File: config.mk
export PLATFORM = sky130hd
export DESIGN_NAME = tick_timer
export DESIGN_NICKNAME = d
export VERILOG_FILES = /design/src/rtl/tick_timer.sv
export SDC_FILE = /design/constraint.sdc
export NUM_CORES = 1
export LEC_CHECK = 0
export ABC_AREA = 0
export ABC_CLOCK_PERIOD_IN_PS = 1700
export CAP_MARGIN = 30
export CORE_AREA = 8 8 66 68
export CTS_BUF_LIST = sky130_fd_sc_hd__clkbuf_4 sky130_fd_sc_hd__clkbuf_8
export CTS_CLUSTER_DIAMETER = 120
export CTS_CLUSTER_SIZE = 20
export DETAILED_ROUTE_END_ITERATION = 12
export DIE_AREA = 0 0 74 76
export DONT_BUFFER_PORTS = 1
export PLACE_DENSITY_LB_ADDON = 0.3
export SYNTH_ARGS = -nofsm -noshare
export SYNTH_HDL_FRONTEND = slang
export SYNTH_SLANG_ARGS = --single-unit
File: constraint.sdc
create_clock -name clk_in -period 1.7 [get_ports clk_in]
set_input_delay 0.255 -clock clk_in [delete_from_list [all_inputs] [get_ports clk_in]]
set_output_delay 0.255 -clock clk_in [all_outputs]
set_load 0.02 [all_outputs]
File: src/rtl/tick_timer.sv
// tick_timer: counts synchronised rising edges of tick_in (free-run / auto-reload / one-shot) and flags overflow.
// Latency: SYNC_STAGES+1 clk_in edges from first high sample of tick_in to count update; no backpressure (levels and strobes only).
module tick_timer #(
    parameter int WIDTH       = 16,
    parameter int SYNC_STAGES = 2
) (
    input  logic             clk_in,
    input  logic             rst,
    input  logic             tick_in,
    input  logic             en,
    input  logic [1:0]       mode,
    input  logic [WIDTH-1:0] reload_val,
    input  logic             load,
    input  logic [WIDTH-1:0] load_val,
    input  logic             ovf_clr,
    output logic [WIDTH-1:0] cnt_out,
    output logic             ovf_flag,
    output logic             irq,
    output logic             running
);

    typedef enum logic [1:0] {
        IDLE = 2'd0,
        RUN  = 2'd1,
        DONE = 2'd2
    } state_t;

    localparam logic [WIDTH-1:0] CNT_MAX = '1;

    state_t                 state;
    state_t                 state_nxt;
    logic [SYNC_STAGES-1:0] sync_q;
    logic                   tick_hist;
    logic                   tick_pulse;
    logic [WIDTH-1:0]       cnt_nxt;
    logic                   ovf_nxt;
    logic                   wrap;

    // tick_in is a data input from another clock domain, never a clock
    always_ff @(posedge clk_in) begin
        if (rst) begin
            sync_q    <= '0;
            tick_hist <= 1'b0;
        end else begin
            sync_q    <= {sync_q[SYNC_STAGES-2:0], tick_in};
            tick_hist <= sync_q[SYNC_STAGES-1];
        end
    end

    assign tick_pulse = sync_q[SYNC_STAGES-1] & ~tick_hist;

    always_comb begin
        state_nxt = state;
        cnt_nxt   = cnt_out;
        ovf_nxt   = ovf_flag;
        wrap      = 1'b0;

        // load wins over a coincident tick, which is simply dropped
        if (load) begin
            cnt_nxt = load_val;
        end else if (state == RUN && en && tick_pulse && mode != 2'b11) begin
            if (cnt_out != CNT_MAX) begin
                cnt_nxt = cnt_out + 1'b1;
            end else begin
                wrap    = 1'b1;
                cnt_nxt = (mode == 2'b00) ? '0 : reload_val;
            end
        end

        if (wrap) begin
            ovf_nxt = 1'b1;
        end else if (ovf_clr) begin
            ovf_nxt = 1'b0;
        end

        case (state)
            IDLE: if (en) state_nxt = RUN;
            RUN: begin
                if (!en) begin
                    state_nxt = IDLE;
                end else if (wrap && mode == 2'b10) begin
                    state_nxt = DONE;
                end
            end
            DONE: if (!en) state_nxt = IDLE;
            default: state_nxt = IDLE;
        endcase
    end

    always_ff @(posedge clk_in) begin
        if (rst) begin
            state    <= IDLE;
            cnt_out  <= '0;
            ovf_flag <= 1'b0;
            irq      <= 1'b0;
            running  <= 1'b0;
        end else begin
            state    <= state_nxt;
            cnt_out  <= cnt_nxt;
            ovf_flag <= ovf_nxt;
            irq      <= wrap;
            running  <= (state_nxt == RUN);
        end
    end

endmodule

==> results of run 1 <==
==> flip-flops by register name, indices dropped and copies added, names as in the netlist <==
signal	cells
cnt_out	16
state	2
sync_q	2
irq	1
ovf_flag	1
running	1
tick_hist	1
==> metal layers <==
metal	vias up	wire, um
li1	794	-
met4	0	75
met3	12	552
met1	850	2085
met5	-	0
met2	84	2908
==> power by group <==
part	internal, mW	switching, mW	leakage (nW)	total, mW
logic	0.101	0.117	0.555	0.217
clock network	0.131	0.189	0.0210	0.320
registers	0.590	0.0358	0.206	0.625
==> repair_timing <==
| item | in CTS | in global routing |
|---|---|---|
| hold endpoints to repair | 16 | 14 |
| endpoints found under the setup margin | 12 | 17 |
| resized for setup | 5 | 21 |
| pin swaps | 0 | 4 |
| setup buffers | 3 | 3 |
==> Yosys cell counts (2+ instances only) <==
| cell type | number | area share |
|---|---|---|
| nor2b_1 | 7 | 0.028 |
| a21oi_1 | 12 | 0.038 |
| a221oi_1 | 3 | 0.017 |
| nor3b_1 | 2 | 0.0095 |
| a2111oi_0 | 3 | 0.017 |
| nand2_1 | 15 | 0.035 |
| dfxtp_1 | 24 | 0.30 |
| and3_1 | 3 | 0.012 |
| nand4_1 | 2 | 0.0079 |
| o311ai_0 | 2 | 0.011 |
| nor4b_1 | 3 | 0.017 |
| a2111oi_1 | 2 | 0.013 |
| buf_6 | 3 | 0.021 |
| a211oi_1 | 6 | 0.028 |
| a2111oi_2 | 5 | 0.047 |
| nor3_1 | 13 | 0.041 |
| xnor2_1 | 3 | 0.017 |
| xor2_1 | 3 | 0.017 |
| clkbuf_1 | 5 | 0.012 |
| nand3_1 | 9 | 0.028 |
| nor2_1 | 9 | 0.021 |
| o22ai_1 | 3 | 0.012 |
| nand2b_1 | 5 | 0.020 |
| o21ai_0 | 5 | 0.016 |
| buf_2 | 2 | 0.0063 |
| nor4_1 | 4 | 0.016 |
| inv_1 | 10 | 0.024 |
==> worst paths after layout <==
check | endpoint | depth (start not counted) | slack (ns) | from
max | cnt_out[5] | 5 | -0.10 | cnt_out[0]
min reg2reg | state[0] | 2 | 0.53 | state[1]
max reg2reg | cnt_out[5] | 5 | -0.10 | cnt_out[0]
min | cnt_out[3] | 1 | -0.03 | rst
==> worst reg2reg max path, stage by stage, from the launching register on <==
cell and delay (ns):
dfxtp_4 0.39, ha_4 0.17, nand3_4 0.08, or4_4 0.52
a221oi_1 0.47, a2111oi_2 0.07
==> layout by cell type (no fill, tap or decap), types with 4 or more instances in the layout <==
cell type	n
o21ai_0	5
nor2_1	8
buf_4	42
a2111oi_1	5
nor3_1	9
nor2b_1	7
nand2b_1	4
dfxtp_4	10
nand3_1	6
nor3_2	4
dfxtp_1	8
nand2_1	14
dfxtp_2	6
a2111oi_2	5
inv_1	10
a21oi_1	11
a211oi_1	6
==> cells by family after synthesis <==
kind of cell / Yosys count / synth area share
DFF: 24 / 0.3028
xor gates and xnor gates: 6 / 0.03313
buffers and inverters: 22 / 0.07256
AOI/OAI and AO/OA: 50 / 0.2484
and+or+nand+nor: 84 / 0.3289
muxes: 1 / 0.006309
adders and majority gates: 1 / 0.007885
==> layout make-up <==
type,instances,area share
inverters,10,0.01749
flip-flops and latches,24,0.2449
clock buffers,4,0.01691
well taps,48,0.02799
multi-input cells,142,0.5225
repair buffers,46,0.1703
==> per-stage QoR <==
step           hold slack, ns   TNS, ns  worst slack, ns  instance area [um2]
6_report             -0.02867   -0.2850          -0.1025                 2146
5_1_grt              -0.04664   -0.9314          -0.1299                 2146
4_1_cts              -0.03078   -0.1500         -0.05173                 2029
3_5_place_dp           0.3227   -0.1794         -0.08669                 1902
3_3_place_gp           0.3194  -0.01010         -0.01010                 1902
2_1_floorplan          0.3253   -0.1779         -0.05809                 1642
==> impl_metrics.json, run 1 <==
{
  "tightest_slew_ns": 0.4784,
  "gp_congestion": 0.9242,
  "grt.total_usage": 0.1813,
  "io_pins": 59,
  "post-route-period-util": 1.060,
  "p_leak_nw": 0.7824,
  "synth_edf_count": 0,
  "nets": 268,
  "drt_iter0_drc": 159,
  "synth.distinct_cells": 52,
  "drc": 0,
  "timing.critical_path.buf_inv": 0,
  "grtUsageMet1": 0.2107,
  "crit_path_end_kind": "flip-flop",
  "critPathKind": "reg2reg",
  "ys_ff_latch": 24,
  "placementRows": 22,
  "dp_cells": 261,
  "hold_viol": 11,
  "cp_slowest_cell": "or4_4",
  "synthFlopType": "dfxtp_1",
  "syn_to_final_growth_pct": 35.25,
  "violations": "negative hold slack, negative setup slack",
  "synth_warnings": 0,
  "synth_area_um2": 1587,
  "finalCriticalPeriod_ns": 1.803,
  "holdWs_ns": -0.02867,
  "grt_use_met3": 0.04868,
  "syn-num-nets": 229,
  "dr.pass1.iters": 4,
  "clockBufferDepth": 2,
  "outcome": "finished, violations left",
  "ys_seq_area_frac": 0.3028,
  "drv_cap": 0,
  "cts_tree": "yes",
  "synthesis.instances": 188,
  "irDropWorstVdd_uv": 310.9,
  "antenna_found_initial": 0,
  "die_w_um": 74,
  "drv_slew": 0,
  "drt-wirelength-per-cell_um": 20.51,
  "worstPathCellList": "ha_4, nand3_4, or4_4, a221oi_1, a2111oi_2",
  "worst_slack_ns": -0.1025,
  "final-setup-viol-count": 6,
  "grtUsageMet2": 0.3151,
  "hold_path.class": "in2reg",
  "cts.sinks": 24,
  "p_per_area_nw_per_um2": 541.6,
  "hpwl_mm": 4.005,
  "wl_mm": 5.621,
  "fin_skew_ns": 0.01064,
  "clk_pin_slew_worst_paths_ns": 0.15,
  "critical-path-max-stage-delay_ns": 0.52,
  "ant_nets": 0,
  "p_total_mw": 1.162,
  "critPathTopFamily": "simple AND/OR/NAND/NOR gates",
  "grt_first_pass_wirelength_mm": 8.273,
  "worstPathArrival_ns": 2.02,
  "multi_input_area_um2": 1121,
  "grt_pass1_vias": 1681,
  "vias": 1740,
  "final_util": 0.6236,
  "clk_latency_ns": 0.33,
  "cts_buffers": 3,
  "via_per_inst": 6.350,
  "port_buffers": 0,
  "grt_overflow": 0,
  "h-tree-depth": 1,
  "die_area_um2": 5624,
  "grt_max_degree": 44,
  "worst_ep_required_time_ns": 1.91,
  "hold_buffers": 3,
  "core_area_um2": 3441,
  "initial_core_util": 0.4611,
  "cts-root-buf": "clkbuf_4",
  "n_antenna_cell": 0,
  "startpoint_type": "flip-flop",
  "async_flop_share": 0,
  "busiest_layer": "met2",
  "drive_above_1_share": 0.4248,
  "regArea_um2": 525.5,
  "path_max_fanout": 8,
  "slew_headroom": 0.6803,
  "rsz0062_at_grt": "yes",
  "fillers": 308,
  "fin_cells": 274,
  "postSynthAreaPerCell_um2": 8.439,
  "max_freq_mhz": 554.8,
  "die_h_um": 76
}
(Power assumes the default switching activity.)
==> run 2, diff against run 1 <==
--- a/config.mk
+++ b/config.mk
@@ -7,14 +7,16 @@
 export LEC_CHECK = 0
 export ABC_AREA = 0
 export ABC_CLOCK_PERIOD_IN_PS = 1700
+export BUFFER_PORTS_ARGS = -buffer_cell sky130_fd_sc_hd__buf_2
 export CAP_MARGIN = 30
-export CORE_AREA = 8 8 66 68
+export CELL_PAD_IN_SITES_DETAIL_PLACEMENT = 0
+export CELL_PAD_IN_SITES_GLOBAL_PLACEMENT = 2
+export CORE_AREA = 8 8 79 99
 export CTS_BUF_LIST = sky130_fd_sc_hd__clkbuf_4 sky130_fd_sc_hd__clkbuf_8
 export CTS_CLUSTER_DIAMETER = 120
 export CTS_CLUSTER_SIZE = 20
 export DETAILED_ROUTE_END_ITERATION = 12
-export DIE_AREA = 0 0 74 76
-export DONT_BUFFER_PORTS = 1
+export DIE_AREA = 0 0 87 107
 export PLACE_DENSITY_LB_ADDON = 0.3
 export SYNTH_ARGS = -nofsm -noshare
 export SYNTH_HDL_FRONTEND = slang
==> impl_metrics.json, run 2 (same netlist as run 1, synthesis figures left out) <==
{
  "reg2reg_setup_slack_ns": -0.07,
  "grt.total_usage": 0.1273,
  "grt_overflow": 0,
  "nets": 338,
  "io_pins": 59,
  "grt_max_degree": 23,
  "vias": 1836,
  "antenna_found_initial": 0,
  "via_per_inst": 4.794,
  "worst_slack_ns": -0.06542,
  "worstPathArrival_ns": 1.95,
  "final_common_cell": "buf_2",
  "initial_core_util": 0.2511,
  "ant_nets": 0,
  "fin_skew_ns": 0.002444,
  "core_area_um2": 6317,
  "place_area_um2": 2386,
  "hold_depth": 2,
  "hpwl_mm": 4.784,
  "slew_headroom": 0.7562,
  "syn_to_final_growth_pct": 65.30,
  "hold_buffers": 0,
  "die_w_um": 87,
  "drv_cap": 0,
  "critPathKind": "reg2reg",
  "post-route-period-util": 1.038,
  "die_area_um2": 9309,
  "drt_iter0_drc": 56,
  "wl_mm": 5.985,
  "hold_end": "sync_q[0]",
  "clk_latency_ns": 0.27,
  "drv_slew": 0,
  "grt_first_pass_wirelength_mm": 9.528,
  "h-tree-depth": 1,
  "setup-tns-final_ns": -0.1382,
  "cts_buffers": 3,
  "p_per_area_nw_per_um2": 563.0,
  "dr.pass1.iters": 4,
  "hold_path.class": "in2reg",
  "largest_reg_flops": 16,
  "crit_path_end_kind": "flip-flop",
  "max_freq_mhz": 566.4,
  "tightest_slew_ns": 0.3650,
  "r2r_start": "cnt_out[4]",
  "clk_pin_slew_worst_paths_ns": 0.09,
  "gp_congestion": 0.8258,
  "final-setup-viol-count": 5,
  "r2r_end": "cnt_out[3]",
  "drive_above_1_share": 0.5574,
  "final_area_um2": 2623,
  "placementRows": 33,
  "grt_pass1_vias": 1983,
  "p_leak_nw": 1.116,
  "hp-start": "tick_in",
  "irDropWorstVdd_uv": 317.1,
  "max_flop_register": "cnt_out",
  "fin_cells": 383,
  "cts.sinks": 24,
  "cts-root-buf": "clkbuf_8",
  "rsz0062_at_grt": "yes",
  "outcome": "finished, violations left",
  "most-common-layout-cells": "58 x buf_2, 51 x buf_4, 14 x nand2_1, 13 x nor3_1, 12 x a21oi_1",
  "violations": "negative setup slack",
  "drt-wirelength-per-cell_um": 15.63,
  "clockBufferDepth": 2,
  "cts_tree": "yes",
  "reg_top3": "cnt_out (16), state (2), sync_q (2)",
  "rr_worst_depth": 6,
  "worst_ep_required_time_ns": 1.89,
  "hold_viol": 0,
  "die_h_um": 107,
  "path_max_fanout": 8,
  "finalCriticalPeriod_ns": 1.765,
  "startpoint_type": "flip-flop",
  "drc": 0,
  "port_buffers": 58,
  "dp_cells": 374,
  "n_antenna_cell": 0
}
## run 2: changes by cell type in the layout (fill, tap and decap cells not counted), sizes merged
cell / before / now
buf: 43 / 116
dlygate4sd3: 3 / 0
bufinv: 0 / 1
clkbuf: 4 / 3
## run 2: cell type report
class / count / area [um2]
clock buffer: 3 / 41.29
clock inverter: 1 / 30.03
fill: 666 / 3695
inverter: 10 / 37.54
multi-input combinational: 142 / 1111
sequential: 24 / 524.3
tap: 87 / 108.9
timing repair buffer: 116 / 769.5
## run 2: timing repair
action	4_1_cts	5_1_grt
setup buffers	2	4
gates resized for setup	7	20
endpoints found under the setup margin	11	15
pin swaps	1	15
## run 2: through the flow
step,hold WS (ns),setup slack [ns],power [mW],utilization
2_1_floorplan,0.3253,-0.05809,0.7774,-
3_3_place_gp,0.4211,-0.02229,0.9552,0.3777
3_5_place_dp,0.4276,-0.04961,0.9545,0.3777
4_1_cts,0.1899,-0.04963,1.481,0.3973
5_1_grt,0.1869,-0.1258,1.556,0.4151
6_report,0.1899,-0.06542,1.477,0.4151
## run 2: how the worst max path moves through the flow
stage                          start          to  slack (ns)
after detailed placement    state[1]    state[1]       -0.05
final                     cnt_out[4]  cnt_out[3]       -0.07
after floorplan           cnt_out[7]  cnt_out[3]       -0.06
after global routing      cnt_out[5]  cnt_out[3]       -0.13
after global placement    cnt_out[4]  cnt_out[0]       -0.02
after CTS                 cnt_out[5]  cnt_out[3]       -0.05
## run 2: routing by layer
layer / track usage / up-vias / share of wire
met2: 0.2298 / 33 / 0.52
met4: 0.02963 / 0 / 0.0052
li1: - / 939 / -
met5: 0 / - / 0
met1: 0.1496 / 862 / 0.44
met3: 0.02372 / 2 / 0.035
## run 2: where the power goes
group | internal (mW) | total [mW] | switching [mW] | leakage, nW
sequential | 0.589 | 0.616 | 0.0279 | 0.206
combinational | 0.171 | 0.346 | 0.175 | 0.874
clock | 0.315 | 0.514 | 0.199 | 0.0357
## run 2: worst max-delay path, stage by stage (launching register included)
cell and delay (ns):
dfxtp_4 0.36, buf_6 0.10, nand4_4 0.10, or4_4 0.64, nor3b_2 0.19, o21ai_1 0.08, a221oi_2 0.21
